`src/rtl/sdr_dq_pipe_if.sv`:
```
// rtl/sdr_dq_pipe_if.sv - DQ datapath bundle between command controller, pins and host read stream
interface sdr_dq_pipe_if #(
  parameter int DSIZE = 32
);
  logic               wr_en;
  logic [DSIZE-1:0]   datain;
  logic [DSIZE/8-1:0] dm;
  logic               rd_cmd;
  logic [DSIZE-1:0]   dqin;
  logic [DSIZE-1:0]   dqout;
  logic [DSIZE/8-1:0] dqm;
  logic               dq_oe;
  logic [DSIZE-1:0]   rdata;
  logic               rvalid;
  logic               rlast;
  logic               rd_busy;
  logic               rd_err;
  logic               bus_coll;

  modport master (
    output wr_en, datain, dm, rd_cmd, dqin,
    input  dqout, dqm, dq_oe, rdata, rvalid, rlast, rd_busy, rd_err, bus_coll
  );

  modport slave (
    input  wr_en, datain, dm, rd_cmd, dqin,
    output dqout, dqm, dq_oe, rdata, rvalid, rlast, rd_busy, rd_err, bus_coll
  );
endinterface

```
`src/rtl/sdr_dq_pipe.sv`:
```
// rtl/sdr_dq_pipe.sv - SDRAM DQ write alignment and CAS-latency read capture
module sdr_dq_pipe #(
  parameter int DSIZE     = 32,
  parameter int WR_LAT    = 2,
  parameter int CAS_LAT   = 3,
  parameter int BURST_LEN = 4
) (
  input logic          clk,
  input logic          rst,
  sdr_dq_pipe_if.slave bus
);
  localparam int CW = $clog2(BURST_LEN + 1);
  localparam int GW = $clog2(BURST_LEN) + 1;

  logic               wv [WR_LAT];
  logic [DSIZE-1:0]   wd [WR_LAT];
  logic [DSIZE/8-1:0] wm [WR_LAT];
  logic               oe_next;

  logic [CAS_LAT-1:0] tok, tok_next;
  logic [CW-1:0]      cnt, cnt_next;
  logic [GW-1:0]      gap, gap_next;
  logic               accept, tail, capture;

  logic [DSIZE-1:0]   rdata_q;
  logic               rvalid_q, rlast_q, rd_busy_q, rd_err_q, bus_coll_q;

  // Masks are zeroed at entry so idle (read) cycles never mask the pins.
  always_ff @(posedge clk or posedge rst) begin
    if (rst) begin
      for (int i = 0; i < WR_LAT; i++) begin
        wv[i] <= 1'b0;
        wd[i] <= '0;
        wm[i] <= '0;
      end
    end else begin
      wv[0] <= bus.wr_en;
      wd[0] <= bus.datain;
      wm[0] <= bus.wr_en ? bus.dm : '0;
      for (int i = 1; i < WR_LAT; i++) begin
        wv[i] <= wv[i-1];
        wd[i] <= wd[i-1];
        wm[i] <= wm[i-1];
      end
    end
  end

  generate
    if (WR_LAT == 1) begin : g_oe_direct
      assign oe_next = bus.wr_en;
    end else begin : g_oe_staged
      assign oe_next = wv[WR_LAT-2];
    end
  endgenerate

  always_comb begin
    accept   = 1'b0;
    tail     = 1'b0;
    capture  = 1'b0;
    cnt_next = '0;
    gap_next = '0;
    tok_next = '0;

    accept  = bus.rd_cmd && (gap == '0);
    tail    = tok[CAS_LAT-1];
    // A token leaving the pipe while the last beat is pending reloads seamlessly.
    capture = tail || (cnt > CW'(1));

    if (tail)
      cnt_next = CW'(BURST_LEN);
    else if (cnt != '0)
      cnt_next = cnt - CW'(1);

    if (accept)
      gap_next = GW'(BURST_LEN - 1);
    else if (gap != '0)
      gap_next = gap - GW'(1);

    tok_next = {tok[CAS_LAT-2:0], accept};
  end

  always_ff @(posedge clk or posedge rst) begin
    if (rst) begin
      tok        <= '0;
      cnt        <= '0;
      gap        <= '0;
      rdata_q    <= '0;
      rvalid_q   <= 1'b0;
      rlast_q    <= 1'b0;
      rd_busy_q  <= 1'b0;
      rd_err_q   <= 1'b0;
      bus_coll_q <= 1'b0;
    end else begin
      tok        <= tok_next;
      cnt        <= cnt_next;
      gap        <= gap_next;
      rvalid_q   <= capture;
      rlast_q    <= capture && (cnt_next == CW'(1));
      rd_busy_q  <= (|tok_next) || (cnt_next != '0);
      rd_err_q   <= bus.rd_cmd && !accept;
      bus_coll_q <= capture && oe_next;
      if (capture)
        rdata_q <= bus.dqin;
    end
  end

  assign bus.dqout    = wd[WR_LAT-1];
  assign bus.dqm      = wm[WR_LAT-1];
  assign bus.dq_oe    = wv[WR_LAT-1];
  assign bus.rdata    = rdata_q;
  assign bus.rvalid   = rvalid_q;
  assign bus.rlast    = rlast_q;
  assign bus.rd_busy  = rd_busy_q;
  assign bus.rd_err   = rd_err_q;
  assign bus.bus_coll = bus_coll_q;
endmodule

```
`src/flat_wrapper.sv`:
```
// flat-port wrapper written by rule: the top's interface ports become plain ports
module sdr_dq_pipe_flat 
#(
  parameter int DSIZE     = 32,
  parameter int WR_LAT    = 2,
  parameter int CAS_LAT   = 3,
  parameter int BURST_LEN = 4
)
  (clk, rst, bus_wr_en, bus_datain, bus_dm, bus_rd_cmd, bus_dqin, bus_dqout, bus_dqm, bus_dq_oe, bus_rdata, bus_rvalid, bus_rlast, bus_rd_busy, bus_rd_err, bus_bus_coll);
  sdr_dq_pipe_if #(.DSIZE(DSIZE)) bus_i ();
  input logic clk;
  input logic rst;
  input wire logic [$bits(bus_i.wr_en)-1:0] bus_wr_en;
  input wire logic [$bits(bus_i.datain)-1:0] bus_datain;
  input wire logic [$bits(bus_i.dm)-1:0] bus_dm;
  input wire logic [$bits(bus_i.rd_cmd)-1:0] bus_rd_cmd;
  input wire logic [$bits(bus_i.dqin)-1:0] bus_dqin;
  output wire logic [$bits(bus_i.dqout)-1:0] bus_dqout;
  output wire logic [$bits(bus_i.dqm)-1:0] bus_dqm;
  output wire logic [$bits(bus_i.dq_oe)-1:0] bus_dq_oe;
  output wire logic [$bits(bus_i.rdata)-1:0] bus_rdata;
  output wire logic [$bits(bus_i.rvalid)-1:0] bus_rvalid;
  output wire logic [$bits(bus_i.rlast)-1:0] bus_rlast;
  output wire logic [$bits(bus_i.rd_busy)-1:0] bus_rd_busy;
  output wire logic [$bits(bus_i.rd_err)-1:0] bus_rd_err;
  output wire logic [$bits(bus_i.bus_coll)-1:0] bus_bus_coll;
  assign bus_i.wr_en = bus_wr_en;
  assign bus_i.datain = bus_datain;
  assign bus_i.dm = bus_dm;
  assign bus_i.rd_cmd = bus_rd_cmd;
  assign bus_i.dqin = bus_dqin;
  assign bus_dqout = bus_i.dqout;
  assign bus_dqm = bus_i.dqm;
  assign bus_dq_oe = bus_i.dq_oe;
  assign bus_rdata = bus_i.rdata;
  assign bus_rvalid = bus_i.rvalid;
  assign bus_rlast = bus_i.rlast;
  assign bus_rd_busy = bus_i.rd_busy;
  assign bus_rd_err = bus_i.rd_err;
  assign bus_bus_coll = bus_i.bus_coll;
  sdr_dq_pipe #(.DSIZE(DSIZE), .WR_LAT(WR_LAT), .CAS_LAT(CAS_LAT), .BURST_LEN(BURST_LEN)) u_core (.clk(clk), .rst(rst), .bus(bus_i));
endmodule
```
`config.mk`:
```
export PLATFORM = sky130hd
export DESIGN_NAME = sdr_dq_pipe_flat
export DESIGN_NICKNAME = d
export VERILOG_FILES = /design/src/rtl/sdr_dq_pipe_if.sv /design/src/rtl/sdr_dq_pipe.sv /design/src/flat_wrapper.sv
export SDC_FILE = /design/constraint.sdc
export NUM_CORES = 1
export LEC_CHECK = 0
export ABC_AREA = 1
export BUFFER_PORTS_ARGS = -buffer_cell sky130_fd_sc_hd__buf_4
export CAP_MARGIN = 15
export CORE_MARGIN = 1
export CORE_UTILIZATION = 42
export CTS_CLUSTER_DIAMETER = 150
export CTS_CLUSTER_SIZE = 25
export DETAILED_ROUTE_END_ITERATION = 8
export PLACE_DENSITY = 0.72
export SYNTH_ARGS = -nofsm -noshare
export SYNTH_HDL_FRONTEND = slang
export SYNTH_SLANG_ARGS = --single-unit
export TNS_END_PERCENT = 30
```
`constraint.sdc`:
```
create_clock -name clk -period 3.13 [get_ports clk]
set_input_delay 0.1565 -clock clk [delete_from_list [all_inputs] [get_ports clk]]
set_output_delay 0.1565 -clock clk [all_outputs]
set_load 0.02 [all_outputs]
```
Word-level counts from Yosys, hierarchy flattened
Cells that the tools add are included.

Add/sub/neg operators: 2. $lt $le $gt $ge: 1. Eq/ne operators: 1. Muxes and demuxes: 5. Reductions and logical operators: 12.

Operators with widths (number): 2-to-1 mux 3 bit (4); nonzero test 3 bit (3); subtractor 3 x 1 -> 3 bit (second input constant) (2); logical AND 1 bit (4); 2-to-1 mux 4 bit (1); equality test 3 x 1 -> 1 bit (second input constant) (1); > comparator 3 x 1 -> 1 bit (second input constant) (1); logical NOT 3 bit (1); OR reduction 3 bit (1); logical OR 1 bit (2); logical NOT 1 bit (1).

Register bits after elaboration: 120. Input port bits: 72. Logic and storage cells: 36.

Longest topological paths before layout
Word-level depth: 5. Mapped depth: 6.

Least setup slack after synthesis
Ideal clock, no wire load.

Kind: reg2reg. From: reg u_core.gap[0]. To: reg u_core.rd_busy_q, in the netlist u_core.bus.rd_busy. Library setup time: 0.132 ns. Data arrival time: 0.957 ns. Data required time: 2.998 ns. Slack: 2.041 ns. Stages on the path, launching flop included: 6. Clock period less this slack: 1.089 ns. Cells stage by stage: dfrtp_1 inv_1 ha_1 ha_1 nand2_1 nand4_1.

Word-level cells in the longest chain between the ends: 4.

RTL lines: start: declaration (RTL line sdr_dq_pipe.sv:22) `logic [GW-1:0] gap, gap_next;`; start signal: assignment (RTL line sdr_dq_pipe.sv:96) `gap <= gap_next;`; logical NOT 3 bit (RTL line sdr_dq_pipe.sv:64) `accept = bus.rd_cmd && (gap == '0);`; logical AND 1 bit (RTL line sdr_dq_pipe.sv:64); OR reduction 3 bit (RTL line sdr_dq_pipe.sv:99) `rd_busy_q <= (|tok_next) || (cnt_next != '0);`; logical OR 1 bit (RTL line sdr_dq_pipe.sv:99); end signal: assignment (RTL line sdr_dq_pipe.sv:99); end: declaration (RTL line sdr_dq_pipe.sv:26) `logic rvalid_q, rlast_q, rd_busy_q, rd_err_q, bus_coll_q;`.

No other way between the ends. A chain may end at the register's enable or synchronous reset.

Worst setup path in the final report
From: reg u_core.cnt[2]. To: reg u_core.rdata_q[17], in the netlist u_core.bus.rdata[17].

Word-level cells in the longest chain between the ends: 2.

RTL lines: start: declaration (RTL line sdr_dq_pipe.sv:21) `logic [CW-1:0] cnt, cnt_next;`; start signal: assignment (RTL line sdr_dq_pipe.sv:95) `cnt <= cnt_next;`; > comparator 3 x 1 -> 1 bit (RTL line sdr_dq_pipe.sv:67) `capture = tail || (cnt > CW'(1));`; logical OR 1 bit (RTL line sdr_dq_pipe.sv:67); end signal: assignment (RTL line sdr_dq_pipe.sv:103) `rdata_q <= bus.dqin;`; end: declaration (RTL line sdr_dq_pipe.sv:25) `logic [DSIZE-1:0] rdata_q;`.

No other way between the ends.

==> key figures <==
Outcome
  • Run status: complete, no violations

Drt
  • Remaining design rule violation count: 0
  • DR vias: 2720
  • Number of detailed-routing iterations run before antenna repair: 4
  • DRT antenna net count: 0
  • Count of routing violations after the opening detailed-route iteration: 61
  • Detailed Route WL: 8370 microns
  • Number of vias per cell after detailed routing: around 4.4
  • Detailed-route wire length per cell: about 14 microns

Global route
  • Number of global-route vias before repair: 2757
  • First-pass GRT wire length: ~13000 microns
  • Overflow after GRT: 0
  • Total global-route track usage: 0.180
  • Initial antenna violation count: 0
  • Largest net degree at the start of global routing: 121

Floorplanning
  • Die Y-Extent: 98.9 microns
  • Boundary pin count: 146
  • Placeable core region: 0.00915 sq mm
  • Floorplan die area: slightly below 0.01 sq mm
  • Starting Density: 0.431
  • Overall die width: 98.9 microns
  • Site row count: 35

Placement
  • Inst Count DP: 512
  • Routability Congestion: 0.704
  • Count of input and output buffers: ~150
  • Detailed Place HPWL: 4750 microns

Clock tree
  • Skew-Pair Late Insertion Delay: 0.49 ns
  • Sinks on Clock Net: 120
  • Clock root buffer: sky130_fd_sc_hd__clkbuf_8
  • Maximum level of the CTS H-tree: 4
  • Number of clock buffers inserted by TritonCTS: 17
  • Clock slew at reported path FFs: 0.06 ns
  • Max clock buf depth: 2
  • TritonCTS clock tree: done

Setup path
  • Kind of start point of the critical path: flip-flop
  • FF-to-FF setup slack: 1.26 ns
  • Endpoint kind of the worst setup timing path: flip-flop
  • Critical-path maximum fanout: 36
  • Reg-to-reg critical path startpoint: u_core.cnt[2]
  • Worst Setup Path Type: reg -> reg
  • Worst setup startpoint: u_core.cnt[2]
  • RR Endpoint: u_core.bus.rdata[17]
  • CP Capture Point: u_core.bus.rdata[17]
  • Required @ worst endpoint: 3.51 ns
  • CP Data Arrival Time: about 2.3 ns
  • R2R cell count: 4

Finish
  • Post-route non-filler standard cell count: 615
  • Final Core Density: 0.673
  • Net count of the finished layout: about 570
  • # diodes: 0
  • Area Overhead vs Synth: 56.1%
  • Layout cell share with drive strength beyond 1: 0.361

STA
  • Final hold vios: 0
  • Maximum clock frequency: 0.534 GHz
  • Actual transition at the worst max-transition pin: between 0.8 and 0.9 ns
  • Setup Total Neg Slack: 0 ns
  • Relative slew slack: 0.451
  • Clk_skew: between 0.005 and 0.006 ns
  • Crit path time final: 1.87 ns
  • Unrepaired setup endpoints after global routing: no
  • Max Transition Viols Final: 0
  • Tcrit/Tclk final: 0.598
  • Total of endpoints with negative setup slack in the final report: 0

Power
  • Switching share of total power: 0.330
  • Ratio of total power to cell area: 890 mW/mm^2
  • Internal power contribution: 3.68 mW
  • Power spent charging and discharging nets: 1.81 mW
  • Largest voltage drop on the vdd net: 0.519 mV
  • Part of the total power dissipated in the clock network: 0.346
  • Register share of total power: 0.376
  • Comb pwr share: 0.278
  • Total leakage power: 3.14 nW

Yosys
  • Sequential element share of the synthesized area: 0.761
  • Synth warnings: 0
  • Count of distinct cell types in the synthesized netlist: 17
  • Number of flip-flops and latches in the synthesized netlist: 120
  • Mapped cell area: 0.00395 sq mm
  • Total nets after synthesis: 375
  • Avg Cell Area, Syn: between 10 and 15 sq um
  • Number of standard cells after synthesis: 300

Worst hold path
  • Kind of path behind the tightest hold check: in -> reg

Job
  • Number of violations of the max-capacitance limit: 0
-- metal layers --
| layer | wire, microns | global-route usage | vias to the layer above |
|---|---|---|---|
| met5 | 0 | 0 | - |
| met2 | 4170 | 0.296 | 115 |
| met3 | 540 | 0.0681 | 10 |
| li1 | - | - | 1282 |
| met1 | 3570 | 0.222 | 1313 |
| met4 | 86 | 0.0551 | 0 |
-- through the flow --
stage          hold slack [ns]  worst slack [ns]  area (sq um)  power [mW]
2_1_floorplan            0.188              1.50          3950        3.00
3_3_place_gp             0.266              1.35          4860        3.49
3_5_place_dp             0.267              1.32          4860        3.53
4_1_cts                  0.284              1.32          6160        5.52
5_1_grt                  0.275              1.12          6160        5.77
6_report                 0.306              1.26          6160        5.48
-- placed cells by master (no fill, tap or decap), drive strengths merged --
cell / Yosys / layout
ha: 3 / 3
buf: 45 / 146
dfrtp: 120 / 120
a21oi: 1 / 1
clkinv: 0 / 4
inv: 14 / 18
a21boi: 1 / 1
o21ai: 3 / 3
nor3: 2 / 2
nand4: 1 / 1
nor2: 5 / 5
nand3: 32 / 32
bufinv: 0 / 2
nand2: 73 / 73
dlygate4sd3: 0 / 71
clkinvlp: 0 / 4
clkbuf: 0 / 18
-- flip-flops by register name, indices dropped and copies added (netlist names), 3 cells and up --
| signal | cells |
|---|---|
| u_core.wd | 32 |
| u_core.bus.dqout | 32 |
| u_core.tok | 3 |
| u_core.bus.rdata | 32 |
| u_core.cnt | 3 |
| u_core.bus.dqm | 4 |
| u_core.wm | 4 |
| u_core.gap | 3 |
-- worst min-delay path by stage --
| stage | startpoint | to | slack [ns] | cells past startpoint |
|---|---|---|---|---|
| after floorplan | bus_wr_en | u_core.oe_next | 0.19 | 0 |
| after global placement | bus_datain[2] | u_core.wd[34] | 0.27 | 1 |
| after detailed placement | bus_datain[3] | u_core.wd[35] | 0.27 | 1 |
| after CTS | bus_datain[28] | u_core.wd[60] | 0.28 | 2 |
| after global routing | bus_datain[6] | u_core.wd[38] | 0.27 | 2 |
| final | bus_datain[6] | u_core.wd[38] | 0.31 | 2 |
-- cells by family (layout without fill, tap and decap cells) --
group                      Yosys count  after routing  synth area share
adders and majority gates            3              3           0.00951
DFF                                120            120             0.761
AOI/OAI and AO/OA                    5              5           0.00697
buffers and inverters               59            263            0.0999
and+or+nand+nor                    113            113             0.123
-- critical path, cell delays in order (launching register included) --
cell	delay, ns
sky130_fd_sc_hd__dfrtp_1	0.42
sky130_fd_sc_hd__nor2_4	0.67
sky130_fd_sc_hd__nand2_4	0.40
sky130_fd_sc_hd__nand2_1	0.18
sky130_fd_sc_hd__nand2_1	0.07
-- power by group through the flow --
| stage | sequential, mW | clock, mW | combinational (mW) |
|---|---|---|---|
| floorplan | 2.34 | 0 | 0.659 |
| global placement | 2.08 | 0 | 1.42 |
| detailed placement | 2.08 | 0 | 1.45 |
| CTS | 2.07 | 1.93 | 1.52 |
| global route | 2.10 | 2.01 | 1.66 |
| finish | 2.06 | 1.90 | 1.52 |
-- cells in the mapped netlist (all sizes together) --
cell type	instances	area, sq um
dfrtp	120	3000
nand2	73	282
buf	45	342
nand3	32	160
inv	14	52.6
nor2	5	26.3
ha	3	37.5
o21ai	3	15.0
nor3	2	10.0
a21boi	1	7.51
a21oi	1	5.00
nand4	1	6.26
-- timing repair --
item                                   4_1_cts  5_1_grt
buffers inserted                             0        0
endpoints found under the hold margin      195        0
hold buffers                                71        0
resized for setup                            0        0
-- area by class of cell --
type | count | area (sq um)
clock inverter | 14 | 166
timing repair buffer | 217 | 1820
fill | 636 | 2990
multi-input combinational | 121 | 549
inverter | 14 | 56.3
clock buffer | 18 | 428
tap | 111 | 139
sequential | 120 | 3000
Power figures use the tool's default switching activity.
